==> src/rtl/pwm_pkg.sv <==
// Shared definitions for the PWM fade controller family.
// Holds the fade FSM state encoding used by the controller and its bench.
package pwm_pkg;

    typedef enum logic [1:0] {
        IDLE    = 2'd0,
        RAMP    = 2'd1,
        BRTH_DN = 2'd2,
        BRTH_UP = 2'd3
    } fade_state_t;

endpackage

==> src/rtl/pwm_period_tracker.sv <==
// Counts step pulses modulo 2^N and flags the step that wraps the count,
// which marks the start of a new PWM period.
module pwm_period_tracker #(
    parameter int N = 4
) (
    input  logic clk,
    input  logic rst,
    input  logic ena,
    input  logic step,
    output logic boundary
);

    logic [N-1:0] count;

    // NOTE: sequential state uses non-blocking assignments so every flop samples pre-edge values.
    always_ff @(posedge clk or posedge rst) begin
        if (rst) begin
            count <= '0;
        end else if (ena && step) begin
            count <= count + 1'b1;
        end
    end

    // Combinational so the controller acts on the same edge that wraps the count.
    assign boundary = ena && step && (count == {N{1'b1}});

endmodule

==> src/rtl/pwm_fade_controller.sv <==
// Moves the PWM duty one LSB at a time toward a loaded target, once per
// rate_q period boundaries, with an optional continuous triangle "breathe" mode.
module pwm_fade_controller
    import pwm_pkg::*;
#(
    parameter int N      = 4,
    parameter int RATE_W = 8
) (
    input  logic              clk,
    input  logic              rst,
    input  logic              ena,
    input  logic              step,
    input  logic [N-1:0]      target,
    input  logic [RATE_W-1:0] rate,
    input  logic              load,
    input  logic              breathe,
    output logic [N-1:0]      duty,
    output logic              busy,
    output logic              done
);

    fade_state_t       state, state_n;
    logic [N-1:0]      target_q, target_n, goal, duty_n;
    logic [RATE_W-1:0] rate_q, rate_n, rate_cnt, rate_cnt_n;
    logic              boundary, rate_wrap, move, done_n;

    pwm_period_tracker #(.N(N)) u_period (
        .clk      (clk),
        .rst      (rst),
        .ena      (ena),
        .step     (step),
        .boundary (boundary)
    );

    // NOTE: every always_comb output gets a default first, so no path can infer a latch.
    always_comb begin
        target_n   = load ? target : target_q;
        rate_n     = rate_q;
        if (load) begin
            rate_n = (rate == '0) ? RATE_W'(1) : rate;
        end

        goal      = (state == BRTH_DN) ? '0 : target_q;
        rate_wrap = (rate_cnt == rate_q - 1'b1);
        // A load in the same cycle as a boundary wins: no duty step that cycle.
        move      = boundary && !load && (state != IDLE) && rate_wrap;

        rate_cnt_n = rate_cnt;
        if (load || state == IDLE) begin
            rate_cnt_n = '0;
        end else if (boundary) begin
            rate_cnt_n = rate_wrap ? '0 : rate_cnt + 1'b1;
        end

        duty_n = duty;
        if (move && duty < goal) begin
            duty_n = duty + 1'b1;
        end else if (move && duty > goal) begin
            duty_n = duty - 1'b1;
        end

        state_n = state;
        done_n  = 1'b0;
        case (state)
            IDLE: begin
                if (load) begin
                    if (target != duty) begin
                        state_n = RAMP;
                    end else begin
                        done_n = 1'b1;
                    end
                end else if (breathe && target_q != '0) begin
                    state_n = BRTH_DN;
                end
            end
            RAMP: begin
                if (duty_n == target_n) begin
                    state_n = IDLE;
                    done_n  = 1'b1;
                end
            end
            BRTH_DN: begin
                if (!breathe) begin
                    state_n = RAMP;
                end else if (duty_n == '0) begin
                    // A zero target leaves nothing to breathe toward.
                    state_n = (target_n == '0) ? IDLE : BRTH_UP;
                end
            end
            BRTH_UP: begin
                if (!breathe) begin
                    state_n = RAMP;
                end else if (duty_n == target_n) begin
                    state_n = BRTH_DN;
                end
            end
            default: state_n = IDLE;
        endcase
    end

    always_ff @(posedge clk or posedge rst) begin
        if (rst) begin
            state    <= IDLE;
            duty     <= '0;
            target_q <= '0;
            rate_q   <= RATE_W'(1);
            rate_cnt <= '0;
            done     <= 1'b0;
        end else if (ena) begin
            state    <= state_n;
            duty     <= duty_n;
            target_q <= target_n;
            rate_q   <= rate_n;
            rate_cnt <= rate_cnt_n;
            done     <= done_n;
        end
    end

    assign busy = (state != IDLE);

endmodule

==> config.mk <==
export PLATFORM = sky130hd
export DESIGN_NAME = pwm_fade_controller
export DESIGN_NICKNAME = d
export VERILOG_FILES = /design/src/rtl/pwm_pkg.sv /design/src/rtl/pwm_period_tracker.sv /design/src/rtl/pwm_fade_controller.sv
export SDC_FILE = /design/constraint.sdc
export NUM_CORES = 1
export LEC_CHECK = 0
export ABC_AREA = 1
export CAP_MARGIN = 10
export CORE_AREA = 2 2 69 71
export DETAILED_ROUTE_END_ITERATION = 16
export DIE_AREA = 0 0 71 73
export GPL_ROUTABILITY_DRIVEN = 1
export HOLD_SLACK_MARGIN = 0.08
export PLACE_DENSITY = 0.76
export SYNTH_ARGS = -nofsm -noshare
export SYNTH_HDL_FRONTEND = slang
export SYNTH_SLANG_ARGS = --single-unit
==> constraint.sdc <==
create_clock -name clk -period 4.3 [get_ports clk]
set_input_delay 1.075 -clock clk [delete_from_list [all_inputs] [get_ports clk]]
set_output_delay 1.075 -clock clk [all_outputs]
set_load 0.1 [all_outputs]
# Word level (Yosys, flattened, before mapping)
# Cells that the tools add are included.
dict set report classes {
  add_sub_neg 5
  order_cmp 2
  n_eq_ne 12
  muxes 22
  reduce_logical 20
}
# cell count
set op_table {}
lappend op_table {{8-bit two-way mux} 4}
lappend op_table {{2-bit two-way mux} 9}
lappend op_table {{4-bit two-way mux} 4}
lappend op_table {{3-bit by 2-bit != test with 1-bit output (second input constant)} 3}
lappend op_table {{4-bit by 1-bit adder with 4-bit output (second input constant)} 2}
lappend op_table {{8-bit by 1-bit adder with 8-bit output (second input constant)} 1}
lappend op_table {{8-bit equality test} 1}
lappend op_table {{1-bit logical AND} 8}
lappend op_table {{4-bit zero test} 2}
lappend op_table {{8-bit zero test} 1}
lappend op_table {{2-bit case mux with 4 select lines} 1}
lappend op_table {{8-bit by 1-bit subtractor with 8-bit output (second input constant)} 1}
lappend op_table {{6-bit AND reduction} 1}
lappend op_table {{2-bit equality test (second input constant)} 2}
lappend op_table {{4-bit equality test} 1}
lappend op_table {{4-bit equality test (second input constant)} 1}
lappend op_table {{4-bit > comparator} 1}
lappend op_table {{4-bit less-than comparator} 1}
lappend op_table {{4-bit != test} 1}
lappend op_table {{2-bit AND reduction} 2}
lappend op_table {{2-bit nonzero test} 2}
lappend op_table {{4-bit nonzero test} 1}
lappend op_table {{4-bit by 1-bit subtractor with 4-bit output (second input constant)} 1}
lappend op_table {{1-bit two-way mux} 3}
lappend op_table {{7 further kinds} 7}
dict set report totals {
  ff_bits 31
  out_inout_bits 6
  wordCells 68
}

# Logic depth before layout (Yosys ltp)
# Gate-level depths: netlist of the first run.
dict set report logic_depth {
  ltp_word 12
  depth_mapped 23
}

# Hierarchy
# A second synthesis of the first run with hierarchy kept.
dict set report hier_totals {
  cells_unflattened 347
  area_unflattened_um2 2319.7
}
# mod instances cells_each area_per_inst_um2 seq_area_each_um2
set modules_own_cells {}
lappend modules_own_cells {pwm_fade_controller 1 321 2104.5 676.9}
lappend modules_own_cells {pwm_period_tracker 1 26 215.2 100.1}

# Worst setup path after synthesis of the first run
# No wires, ideal clock.
dict set report synth_timing {
  path_kind {reg-to-reg}
  from {register duty[1]}
  to {register state[1]}
  setup_time_ns 0.117
  arrival_ns 2.837
  t_required_ns 4.183
  setup_slack_ns 1.346
  stages_incl_launch_ff 18
  n_path_buf 0
  synth_period_minus_slack_ns 2.954
  path_cell_list {dfrtp_1 -> ha_1 -> a21oi_1 -> nor2_1 -> nor3b_2 -> nor2_1 -> nand3_2 -> nand2_1 -> nand2_1 -> nand2_2 -> nand3_2 -> nand2_2 -> nor2_4 -> nand2_2 -> nand2_2 -> nand2_2 -> nand2_1 -> nand2_1}
}
dict set report synth_between {
  elab_chain_len 7
  elab_cells_between_ends 16
  classes_between {add/sub: 2; order compare: 2; eq/ne: 6; mux: 2; reduce/logical: 4}
}
# element line_no
set synth_lines {}
lappend synth_lines {{from (decl)} pwm_fade_controller.sv:17} ;# output logic [N-1:0] duty,
lappend synth_lines {{from (signal assigned)} pwm_fade_controller.sv:111} ;# duty <= duty_n;
lappend synth_lines {{4-bit > comparator} pwm_fade_controller.sv:58} ;# end else if (move && duty > goal) begin
lappend synth_lines {{1-bit logical AND} pwm_fade_controller.sv:58}
lappend synth_lines {{4-bit two-way mux} pwm_fade_controller.sv:58}
lappend synth_lines {{4-bit two-way mux} pwm_fade_controller.sv:56} ;# if (move && duty < goal) begin
lappend synth_lines {{4-bit equality test or 4-bit zero test (tied branches)} {pwm_fade_controller.sv:77, pwm_fade_controller.sv:93, pwm_fade_controller.sv:85}}
lappend synth_lines {{3-bit != test (no source line) (tied with other cells)} -}
lappend synth_lines {{6-bit AND reduction (no source line) *} -}
lappend synth_lines {{to (signal assigned)} pwm_fade_controller.sv:110} ;# state <= state_n;
lappend synth_lines {{to (decl)} pwm_fade_controller.sv:22} ;# fade_state_t state, state_n;
# Every way passes the cells marked *; elsewhere a longest branch is shown, timed or not.
# A chain may end at the register's enable or synchronous reset.

# Worst setup path in the final report of the first run
dict set report layout_timing {
  from {register duty[2]}
  to {output duty[2]}
}
# No word-level cell between the ends.

==> metrics.txt, run 1 <==
site row count 25; proportion of netlist area held by the largest area contributor 31.5%; worst-margin pin slew 0.971 ns; number of buffers created by CTS 5; Top Family by Delay on Critical Path buffers and inverters; Hold Buf Count CTS 0; share of layout cells above drive strength 1 18.3%; ordered list of cells on the worst path clkdlybuf4s50_1; adder-cell share of the synthesized area 4.72%; post-layout instance area 0.00276 mm^2; post-synth net total 354; CTS Root Cell sky130_fd_sc_hd__clkbuf_8; final worst hold slack 0.476 ns; library cell with the largest summed area after synthesis sky130_fd_sc_hd__dfrtp_1; buffers inserted by post-CTS timing repair 0; placeable core area 0.00454 mm^2; Final min period 3.17 ns; placer's final routability congestion estimate 0.850; dominant combinational cell family by area after synthesis simple AND/OR/NAND/NOR gates; Compound-Gate Fraction of Synth Area 9.28%; Max rail drop VDD 0.321 mV; startpoint type of the worst setup path flop; Max-cap violations 0; number of global-route vias before repair 1986; Critical Path Slowest Stage Cell sky130_fd_sc_hd__clkdlybuf4s50_1; total clock sinks 31; number of cells on the worst hold path 1; setup slack of the critical path after layout 1.13 ns; I/O pin count 24; CTS clock-pin slew for the worst setup and hold paths 0.08 ns; GR Overflow Total 0; final count of negative-setup-slack endpoints 0; most frequently used cell type in the post-synthesis netlist sky130_fd_sc_hd__nand2_1; largest stage delay on the critical path 1.21 ns; Fin. Hold Viols 0; area delta synth->final 15.8%; Post-synth EDFFs 0; path type of the worst min-delay path flop to flop; count of placed standard cells in the final layout, fillers left out 409; critical path peak fanout 9; count of nets left with antenna violations after detail routing 0; fraction of registers with async set/reset 100%; TritonRoute pass-1 iters 5; most common library cells after synthesis sky130_fd_sc_hd__nand2_1 (79), sky130_fd_sc_hd__inv_1 (41), sky130_fd_sc_hd__dfrtp_1 (30), sky130_fd_sc_hd__nand2_2 (24), sky130_fd_sc_hd__nor2_1 (23); post-place setup slack 0.932 ns; instance count after placement with tap cells included 401; Cell variety after synth 36; Core Util, Final 60.9%; worst path required time 3.22 ns; simple-gate portion of the synthesized area 38.5%; post-synthesis instance area 0.00239 mm^2; setup TNS 0 ns; endpoint class of the critical path primary output; leakage power 1.38 nW; power density over cell area 376 mW/mm^2; combined buffer and inverter count along the critical path 1; WP data arrival 2.09 ns; number of inserted diodes 0; placed wire-length estimate 4050 um; DRC marker count from the first detailed-route iteration 106; overall die height 73 um; starting utilization of the core area 52.6%; WS Path Type flop to primary output; multiplexer share of the synthesized area 0.472%; Slew Limit Fails 0; clock latency on the worst-skew pair 0.29 ns; final layout net count 381; total power consumption of the routed design 1.04 mW; worst rel slew slack 35.0%; pin count of the biggest net entering global routing 26; vias 2141; full die area 0.00518 mm^2; Syn. warnings 0; post-synthesis sequential area ratio 32.6%; number of cells produced by synthesis 327; count of instances resized after the clock tree is built 0; count of H-tree levels built during CTS 2; post-detailed-placement cell area 0.00267 mm^2; worst clock skew 0.0105 ns; # DRC 0; clock tree from TritonCTS built; average cell area after synthesis 7.30 um^2; number of synthesized register bits 31; mean number of vias per cell 5.23; overall fraction of global-route tracks in use 21.7%; cell types occupying the most area after synthesis sky130_fd_sc_hd__dfrtp_1 (31%), sky130_fd_sc_hd__nand2_1 (12%), sky130_fd_sc_hd__inv_1 (6.4%); first-pass GRT wire length 8810 um; WL per Instance 12.7 um; total wire length 5210 um; Port-buffer cells 23; xor and xnor fraction of the mapped netlist area 5.51%; antenna violations before repair 0; number of gates on the worst path with buffers counted 1; Reg2Reg Depth 19; Bufs on Longest Clock Path 2; width of the die 71 um; highest attainable clock frequency 316 MHz; ratio of final minimum period to clock period 73.7%; most common flop cell mapped by yosys sky130_fd_sc_hd__dfrtp_1; result of the run completed; RSZ-0062 raised after global routing no
[area by class of cell]
cell class | count | area (um^2)
Fill cell | 423 | 1770
Timing Repair Buffer | 24 | 238
Multi-Input combinational cell | 240 | 1400
Inverter | 52 | 195
Clock inverter | 1 | 5.00
Tap cell | 54 | 67.6
Clock buffer | 7 | 86.3
Sequential cell | 31 | 777
[path summary, 6_finish.rpt]
check	from	endpoint	slack, ns
min reg2reg	u_period.count[3]$_DFFE_PP0P_	u_period.count[3]$_DFFE_PP0P_	0.48
min in group asynchronous	rst	rate_cnt[1]$_DFFE_PP0P_	1.31
max reg2reg	state[1]$_DFFE_PP0P_	state[0]$_DFFE_PP0P_	1.36
max in group asynchronous	rst	duty[1]$_DFFE_PP0P_	2.32
max	duty[2]$_DFFE_PP0P_	duty[2]	1.13
min	u_period.count[3]$_DFFE_PP0P_	u_period.count[3]$_DFFE_PP0P_	0.48
[power breakdown]
group	leakage [nW]	total (mW)	internal, mW	switching (mW)
clock network	0.0482	0.241	0.129	0.112
logic	0.946	0.405	0.139	0.266
registers	0.391	0.394	0.344	0.0502
total	1.38	1.04	0.612	0.428
[kinds of logic (layout without fill, tap and decap cells)]
group / Yosys count / count (layout)
simple gates: 178 / 178
mux: 1 / 1
buf+inv: 56 / 84
xor+xnor: 15 / 15
compound gates: 37 / 37
flops: 31 / 31
fa+ha+maj: 9 / 9
[layer usage]
metal / global-route usage (%) / vias up / share of wire [%]
met4: 9.85 / 0 / 3.3
met2: 36.9 / 45 / 48
li1: - / 1098 / -
met1: 26.4 / 984 / 44
met3: 4.56 / 14 / 4.0
met5: 0 / - / 0
[state kept, by name, summed over array words and instances (netlist names)]
name,cells
done,1
duty,4
rate_cnt,8
rate_q,8
state,2
target_q,4
u_period.count,4
[cells in the final DEF (no fill, tap or decap), types with 2 or more instances in the layout]
| cell | n |
|---|---|
| sky130_fd_sc_hd__xnor2_1 | 3 |
| sky130_fd_sc_hd__nand2_1 | 79 |
| sky130_fd_sc_hd__o22ai_1 | 3 |
| sky130_fd_sc_hd__ha_1 | 9 |
| sky130_fd_sc_hd__inv_2 | 11 |
| sky130_fd_sc_hd__o21ai_0 | 19 |
| sky130_fd_sc_hd__nor3b_1 | 2 |
| sky130_fd_sc_hd__dfrtp_1 | 30 |
| sky130_fd_sc_hd__nand4_1 | 8 |
| sky130_fd_sc_hd__nand3_2 | 5 |
| sky130_fd_sc_hd__a21oi_1 | 8 |
| sky130_fd_sc_hd__nand2_2 | 24 |
| sky130_fd_sc_hd__nor2_1 | 23 |
| sky130_fd_sc_hd__nor3_1 | 5 |
| sky130_fd_sc_hd__xor2_1 | 12 |
| sky130_fd_sc_hd__nand3_1 | 16 |
| sky130_fd_sc_hd__nor2_2 | 5 |
| sky130_fd_sc_hd__inv_1 | 41 |
| sky130_fd_sc_hd__nand3_4 | 2 |
| sky130_fd_sc_hd__clkbuf_8 | 6 |
| sky130_fd_sc_hd__nor2_4 | 4 |
| sky130_fd_sc_hd__clkdlybuf4s50_1 | 23 |
(Power assumes the default switching activity.)
==> inputs of run 2 (changes only) <==
Settings changed: CORE_AREA 2 2 69 71 to 2 2 71 73, DIE_AREA 0 0 71 73 to 0 0 73 75, PLACE_DENSITY 0.76 to 0.75.
Clock period 4.3 ns to 2.8 ns, I/O delays scaled along.
==> metrics.txt, run 2 (synthesis results as in run 1) <==
result of the run completed (unchanged); post-place setup slack 0.0413 ns (was 0.932 ns); Reg2Reg Depth 21 (was 19); path type of the worst min-delay path flop to flop (unchanged); largest stage delay on the critical path 0.56 ns (was 1.21 ns); mean number of vias per cell 5.13 (was 5.23); share of total power in combinational logic 39.0% (about the same); WL per Instance 12.7 um (about the same); placed wire-length estimate 4220 um (was 4050 um); flop-to-flop setup slack 0.21 ns (was 1.36 ns); worst path required time 2.99 ns (was 3.22 ns); first-pass GRT wire length 8940 um (was 8810 um); most numerous cell on the critical path sky130_fd_sc_hd__nand2_1; Port-buffer cells 23 (unchanged); share of layout cells above drive strength 1 26.2% (was 18.3%); Final min period 2.59 ns; ordered list of cells on the worst path inv_4 > ha_4 > inv_2 > nand2_1 > nand2_1 > nor2_2 > nand3_1 > nor2_2 > nand2_2 > nor2_8 > nand3_2 > nand2_1 > nand2_1 > nand2_2 > nand2_2 > nor2_2 > nand2_2 > a21oi_4 > nand2_2 > nand2_1 > nand2_1 (was clkdlybuf4s50_1); DRC marker count from the first detailed-route iteration 129 (was 106); total power consumption of the routed design 1.76 mW (was 1.04 mW); post-detailed-placement cell area 0.00274 mm^2 (was 0.00267 mm^2); Internal Power 1.07 mW (was 612 uW); clock latency on the worst-skew pair 0.29 ns (about the same); final count of negative-setup-slack endpoints 0 (unchanged); setup slack of the critical path after layout 0.206 ns (was 1.13 ns); placeable core area 0.00466 mm^2 (was 0.00454 mm^2); post-layout instance area 0.00291 mm^2 (was 0.00276 mm^2); vias 2160 (was 2141); pin count of the biggest net entering global routing 32 (was 26); critical path peak fanout 8 (was 9); Max-cap violations 0 (unchanged); worst clock skew 0.00655 ns (was 0.0105 ns); Hold Crit Start u_period.count[3]$_DFFE_PP0P_ (unchanged); full die area 0.00548 mm^2 (was 0.00518 mm^2); registers with the most flip-flops rate_cnt (8), rate_q (8) (unchanged); count of H-tree levels built during CTS 2 (unchanged); startpoint type of the worst setup path flop (unchanged); Critical Path Slowest Stage Cell sky130_fd_sc_hd__dfstp_2 (was sky130_fd_sc_hd__clkdlybuf4s50_1); power density over cell area 606 mW/mm^2 (was 376 mW/mm^2); Slew Limit Fails 0 (unchanged); placer's final routability congestion estimate 0.862 (was 0.850); overall fraction of global-route tracks in use 21.4% (was 21.7%); total clock sinks 31 (unchanged); number of global-route vias before repair 2025 (was 1986); ratio of final minimum period to clock period 92.6%; Core Util, Final 62.4% (was 60.9%); count of placed standard cells in the final layout, fillers left out 421 (was 409); clock network fraction of design power 26.5% (was 23.2%); number of cells on the worst hold path 1 (unchanged); net switching power figure 688 uW (was 428 uW); worst flop-to-flop path startpoint rate_q[0]$_DFFE_PP1P_ (was state[1]$_DFFE_PP0P_); Bufs on Longest Clock Path 2 (unchanged); number of inserted diodes 0 (unchanged); highest attainable clock frequency 386 MHz; I/O pin count 24 (unchanged); antenna violations before repair 0 (unchanged); terminating pin of the worst hold path u_period.count[3]$_DFFE_PP0P_ (unchanged); TritonRoute pass-1 iters 4 (was 5); endpoint class of the critical path flop (was primary output); GR Overflow Total 0 (unchanged); instance count after placement with tap cells included 411 (was 401); total wire length 5360 um (was 5210 um); commonest non-fill, non-tap cell in the layout sky130_fd_sc_hd__nand2_1 (unchanged); setup TNS 0 ns (unchanged); overall die height 75 um (was 73 um); fraction of power consumed by sequential logic 34.4% (was 37.9%); starting utilization of the core area 51.2% (was 52.6%); RSZ-0062 raised after global routing no (unchanged); switching part of the total power 39.0% (was 41.2%); count of nets left with antenna violations after detail routing 0 (unchanged); final worst hold slack 0.478 ns (was 0.476 ns); WS Path Type flop to flop (was flop to primary output); worst-margin pin slew 0.638 ns (was 0.971 ns); leakage power 1.47 nW (was 1.38 nW); number of buffers created by CTS 5 (unchanged); CTS clock-pin slew for the worst setup and hold paths 0.07 ns (was 0.08 ns); commonest non-fill, non-tap cells in the layout sky130_fd_sc_hd__nand2_1 (78), sky130_fd_sc_hd__inv_1 (39), sky130_fd_sc_hd__dfrtp_1 (27) (was sky130_fd_sc_hd__nand2_1 (79), sky130_fd_sc_hd__inv_1 (41), sky130_fd_sc_hd__dfrtp_1 (30)); width of the die 73 um (was 71 um); WP data arrival 2.78 ns (was 2.09 ns); # DRC 0 (unchanged); endpoint of the worst register-to-register path state[0]$_DFFE_PP0P_ (unchanged); Fin. Hold Viols 0 (unchanged); CTS Root Cell sky130_fd_sc_hd__clkbuf_8 (unchanged); site row count 25 (unchanged); worst rel slew slack 57.3% (was 35.0%); clock tree from TritonCTS built (unchanged); final layout net count 393 (was 381); Max rail drop VDD 0.635 mV (was 0.321 mV); area delta synth->final 21.9% (was 15.8%)
## run 2: cell types whose count changed in the layout (fill, tap and decap cells not counted), moves of 3 or more
cell,before,now
sky130_fd_sc_hd__buf_4,1,19
sky130_fd_sc_hd__clkdlybuf4s50_1,23,17
sky130_fd_sc_hd__dfrtp_1,30,27
sky130_fd_sc_hd__dfrtp_2,0,3
sky130_fd_sc_hd__nor2_1,23,19
sky130_fd_sc_hd__nor2_2,5,8
## run 2: worst max-delay path by stage
stage / from / slack, ns / cells past startpoint / endpoint
6_report: rate_q[0]$_DFFE_PP1P_ / 0.21 / 21 / state[0]$_DFFE_PP0P_
3_5_place_dp: ena / 0.04 / 18 / state[0]$_DFFE_PP0P_
4_1_cts: state[1]$_DFFE_PP0P_ / 0.09 / 23 / state[0]$_DFFE_PP0P_
3_3_place_gp: load / 0.07 / 15 / state[0]$_DFFE_PP0P_
5_1_grt: rate_q[0]$_DFFE_PP1P_ / 0.007 / 21 / state[1]$_DFFE_PP0P_
2_1_floorplan: duty[2]$_DFFE_PP0P_ / 0.04 / 17 / state[1]$_DFFE_PP0P_
## run 2: area by class of cell
type,instances,area [um^2]
clock inverter,2,35.0
inverter,52,200
sequential,31,781
multi-input combinational,240,1430
timing repair buffer,36,313
clock buffer,6,82.6
fill,437,1750
tap,54,67.6
## run 2: repair_timing
item,CTS,global route
hold buffers,0,0
resized for setup,0,12
setup buffers,0,2
setup endpoints to repair,0,3
## run 2: per-layer routing
| metal | GRT usage, % | routed length, um |
|---|---|---|
| met1 | 26.3 | 2320 |
| met2 | 36.7 | 2730 |
| met3 | 4.15 | 175 |
| met4 | 9.26 | 138 |
| met5 | 0 | 0 |
## run 2: power groups by stage
stage	Clock [mW]	Sequential, mW	Combinational, mW
global route	0.501	0.618	0.763
detailed placement	0	0.610	0.655
global placement	0	0.609	0.639
floorplan	0	0.601	0.481
finish	0.468	0.607	0.688
CTS	0.487	0.602	0.658
## run 2: critical path: cells and delay by family, from the launching register on
kind	cells	cell delay (ns)
buffers and inverters	2	0.09
AO/OA/AOI/OAI	1	0.17
adder cells (fa/ha/maj)	1	0.27
AND/OR/NAND/NOR	17	1.41
flip-flops	1	0.56
==> inputs of run 3 (changes only) <==
Settings changed: CORE_AREA 2 2 71 73 to 2 2 70 72, DIE_AREA 0 0 73 75 to 0 0 72 74, PLACE_DENSITY 0.75 to 0.76, SYNTH_HIERARCHICAL set to 1.
==> metrics.txt, run 3 <==
result of the run completed (unchanged); Core Util, Final 63.8% (was 62.4%); most common flop cell mapped by yosys sky130_fd_sc_hd__dfrtp_1 (unchanged); library cell with the largest summed area after synthesis sky130_fd_sc_hd__dfrtp_1 (unchanged); # DRC 0 (unchanged); vias 2307 (was 2160); total wire length 5670 um (was 5360 um); RSZ-0062 raised after global routing yes (was no); count of placed standard cells in the final layout, fillers left out 447 (was 421); CTS Root Cell sky130_fd_sc_hd__clkbuf_8 (unchanged); registers with the most flip-flops rate_cnt (8), rate_q (8) (unchanged); GR Overflow Total 0 (unchanged); post-synthesis sequential area ratio 33.5% (was 32.6%); post-place setup slack -0.225 ns (was 0.0413 ns); number of synthesized register bits 31 (unchanged); share of layout cells above drive strength 1 20.4% (was 26.2%); endpoint class of the critical path flop (unchanged); clock latency on the worst-skew pair 0.29 ns (about the same); Fin. Hold Viols 0 (unchanged); placeable core area 0.00460 mm^2 (was 0.00466 mm^2); final layout net count 419 (was 393); flop-to-flop setup slack 0.09 ns (was 0.21 ns); width of the die 72 um (was 73 um); number of global-route vias before repair 2160 (was 2025); worst setup path startpoint state[1]$_DFFE_PP0P_ (was rate_q[0]$_DFFE_PP1P_); final worst hold slack 0.495 ns (was 0.478 ns); Sequential cell area 779 um^2 (was 781 um^2); number of inserted diodes 0 (unchanged); worst-margin pin slew 0.590 ns (was 0.638 ns); average cell area after synthesis 6.69 um^2 (was 7.30 um^2); setup slack of the critical path after layout 0.0922 ns (was 0.206 ns); cell types occupying the most area after synthesis sky130_fd_sc_hd__dfrtp_1 (32%), sky130_fd_sc_hd__nand2_1 (17%), sky130_fd_sc_hd__inv_1 (8.7%) (was sky130_fd_sc_hd__dfrtp_1 (31%), sky130_fd_sc_hd__nand2_1 (12%), sky130_fd_sc_hd__inv_1 (6.4%)); Syn. warnings 6 (was 0); worst path required time 2.98 ns (was 2.99 ns); most frequently used cell type in the post-synthesis netlist sky130_fd_sc_hd__nand2_1 (unchanged); WL per Instance 12.7 um (about the same); TritonRoute pass-1 iters 5 (was 4); ordered list of cells on the worst path inv_2 > nor2_4 > inv_2 > nand2_1 > ha_1 > a21oi_1 > nor2_1 > nor3_2 > buf_4 > nand4_4 > nand2_2 > nand2_2 > nand2_2 > nand2_1 > nand2_1 > nand2_1 > nor2_2 > nand2_1 > nand2_2 > nand2_2 > nand2_1 > nand2_1 (was inv_4 > ha_4 > inv_2 > nand2_1 > nand2_1 > nor2_2 > nand3_1 > nor2_2 > nand2_2 > nor2_8 > nand3_2 > nand2_1 > nand2_1 > nand2_2 > nand2_2 > nor2_2 > nand2_2 > a21oi_4 > nand2_2 > nand2_1 > nand2_1); site row count 25 (unchanged); overall die height 74 um (was 75 um); worst flop-to-flop path startpoint state[1]$_DFFE_PP0P_ (was rate_q[0]$_DFFE_PP1P_); setup TNS 0 ns (unchanged); startpoint type of the worst setup path flop (unchanged); path type of the worst min-delay path flop to flop (unchanged); mean number of vias per cell 5.16 (was 5.13); count of H-tree levels built during CTS 2 (unchanged); WP data arrival 2.89 ns (was 2.78 ns); Hold Buf Count CTS 0 (unchanged); antenna violations before repair 0 (unchanged); ratio of final minimum period to clock period 96.7% (was 92.6%); count of nets left with antenna violations after detail routing 0 (unchanged); I/O pin count 24 (unchanged); power density over cell area 656 mW/mm^2 (was 606 mW/mm^2); worst clock skew 0.00550 ns (was 0.00655 ns); highest attainable clock frequency 369 MHz (was 386 MHz); area of combinational cells with multiple inputs 0.00140 mm^2 (was 0.00143 mm^2); Slew Limit Fails 0 (unchanged); clock tree from TritonCTS built (unchanged); worst rel slew slack 60.1% (was 57.3%); Max-cap violations 0 (unchanged); Cell variety after synth 30 (was 36); WS Path Type flop to flop (unchanged); Post-synth EDFFs 0 (unchanged); Critical Path Slowest Stage Cell sky130_fd_sc_hd__dfrtp_1 (was sky130_fd_sc_hd__dfstp_2); endpoint of the worst register-to-register path state[0]$_DFFE_PP0P_ (unchanged); Port-buffer cells 23 (unchanged); largest stage delay on the critical path 0.40 ns (was 0.56 ns); post-layout instance area 0.00293 mm^2 (was 0.00291 mm^2); commonest non-fill, non-tap cell in the layout sky130_fd_sc_hd__nand2_1 (unchanged); leakage power 1.46 nW (was 1.47 nW); pin count of the biggest net entering global routing 28 (was 32); commonest non-fill, non-tap cells in the layout sky130_fd_sc_hd__nand2_1 (96), sky130_fd_sc_hd__inv_1 (49), sky130_fd_sc_hd__dfrtp_1 (28) (was sky130_fd_sc_hd__nand2_1 (78), sky130_fd_sc_hd__inv_1 (39), sky130_fd_sc_hd__dfrtp_1 (27)); most common library cells after synthesis sky130_fd_sc_hd__nand2_1 (104), sky130_fd_sc_hd__inv_1 (54), sky130_fd_sc_hd__dfrtp_1 (30), sky130_fd_sc_hd__nor2_1 (29), sky130_fd_sc_hd__nand3_1 (22) (was sky130_fd_sc_hd__nand2_1 (79), sky130_fd_sc_hd__inv_1 (41), sky130_fd_sc_hd__dfrtp_1 (30), sky130_fd_sc_hd__nand2_2 (24), sky130_fd_sc_hd__nor2_1 (23)); Max rail drop VDD 0.481 mV (was 0.635 mV); proportion of netlist area held by the largest area contributor 32.4% (was 31.5%); starting utilization of the core area 50.4% (was 51.2%); critical path peak fanout 7 (was 8); instance count after placement with tap cells included 437 (was 411); post-detailed-placement cell area 0.00272 mm^2 (was 0.00274 mm^2); most numerous cell on the critical path sky130_fd_sc_hd__nand2_1 (unchanged); placer's final routability congestion estimate 0.892 (was 0.862); Bufs on Longest Clock Path 2 (unchanged); final count of negative-setup-slack endpoints 0 (unchanged); post-synth net total 374 (was 354); Final min period 2.71 ns (was 2.59 ns); full die area 0.00533 mm^2 (was 0.00548 mm^2); Critical path destination state[0]$_DFFE_PP0P_ (unchanged); total clock sinks 31 (unchanged); CTS clock-pin slew for the worst setup and hold paths 0.07 ns (about the same); fraction of registers with async set/reset 100% (unchanged); Reg2Reg Depth 22 (was 21); filler cell count in the final layout 407 (was 437); number of buffers created by CTS 5 (unchanged); first-pass GRT wire length 9380 um (was 8940 um); number of cells produced by synthesis 347 (was 327); DRC marker count from the first detailed-route iteration 155 (was 129); overall fraction of global-route tracks in use 22.6% (was 21.4%); post-synthesis instance area 0.00232 mm^2 (was 0.00239 mm^2); placed wire-length estimate 4150 um (was 4220 um); total power consumption of the routed design 1.92 mW (was 1.76 mW); area delta synth->final 26.4% (was 21.9%)
[run 3: cell types whose count changed after synthesis, sizes merged, moves of 2 or more]
cell	previous run	this run
clkbuf	3	5
nand2	103	112
a21oi	9	13
nor3b	3	0
nor2	33	35
xnor2	3	6
xor2	12	8
inv	52	56
nor3	5	10
[run 3: worst min path at each step]
stage | startpoint | to | slack, ns | cells past startpoint
global placement | done$_DFFE_PP0P_ | done$_DFFE_PP0P_ | 0.48 | 2
global route | done$_DFFE_PP0P_ | done$_DFFE_PP0P_ | 0.52 | 2
CTS | done$_DFFE_PP0P_ | done$_DFFE_PP0P_ | 0.50 | 2
detailed placement | done$_DFFE_PP0P_ | done$_DFFE_PP0P_ | 0.48 | 2
finish | done$_DFFE_PP0P_ | done$_DFFE_PP0P_ | 0.49 | 2
floorplan | rst | u_period/count[0]$_DFFE_PP0P_ | 0.47 | 1
[run 3: logic make-up (layout without fill, tap and decap cells)]
kind of cell,count (synthesis),in the layout,synth area share [%]
compound gates,39,39,9.60
mux,1,1,0.485
fa+ha+maj,9,9,4.85
simple gates,191,191,36.2
xor+xnor,14,14,5.29
flops,31,31,33.5
buf+inv,62,108,10.0
[run 3: final cells by class]
type | instances | area share, %
Sequential cell | 31 | 26.6
Tap cell | 54 | 2.30
Clock inverter | 1 | 0.256
Clock buffer | 7 | 3.28
Multi-Input combinational cell | 254 | 47.8
Inverter | 57 | 7.30
Timing Repair Buffer | 43 | 12.5
[run 3: layer usage]
layer  GRT usage (%)  wire length (um)
met1            30.9              2670
met2            34.7              2600
met3            4.74               250
met4            10.5               147
met5               0                 0
[run 3: critical path, delay by kind of cell, from the launching register on]
family,cells,cell delay (ns)
buffers and inverters,3,0.35
and+or+nand+nor,17,1.41
AOI/OAI and AO/OA,1,0.15
DFF,1,0.40
adders and majority gates,1,0.29
[run 3: report_power, final]
| part | internal [mW] | switching (mW) | leakage (nW) |
|---|---|---|---|
| clock network | 0.223 | 0.178 | 0.0505 |
| registers | 0.534 | 0.0911 | 0.388 |
| logic | 0.313 | 0.583 | 1.02 |
| total | 1.07 | 0.853 | 1.46 |
[run 3: timing repair]
action,4_1_cts,5_1_grt
setup endpoints to repair,0,3
setup buffers,0,2
gates resized for setup,0,27
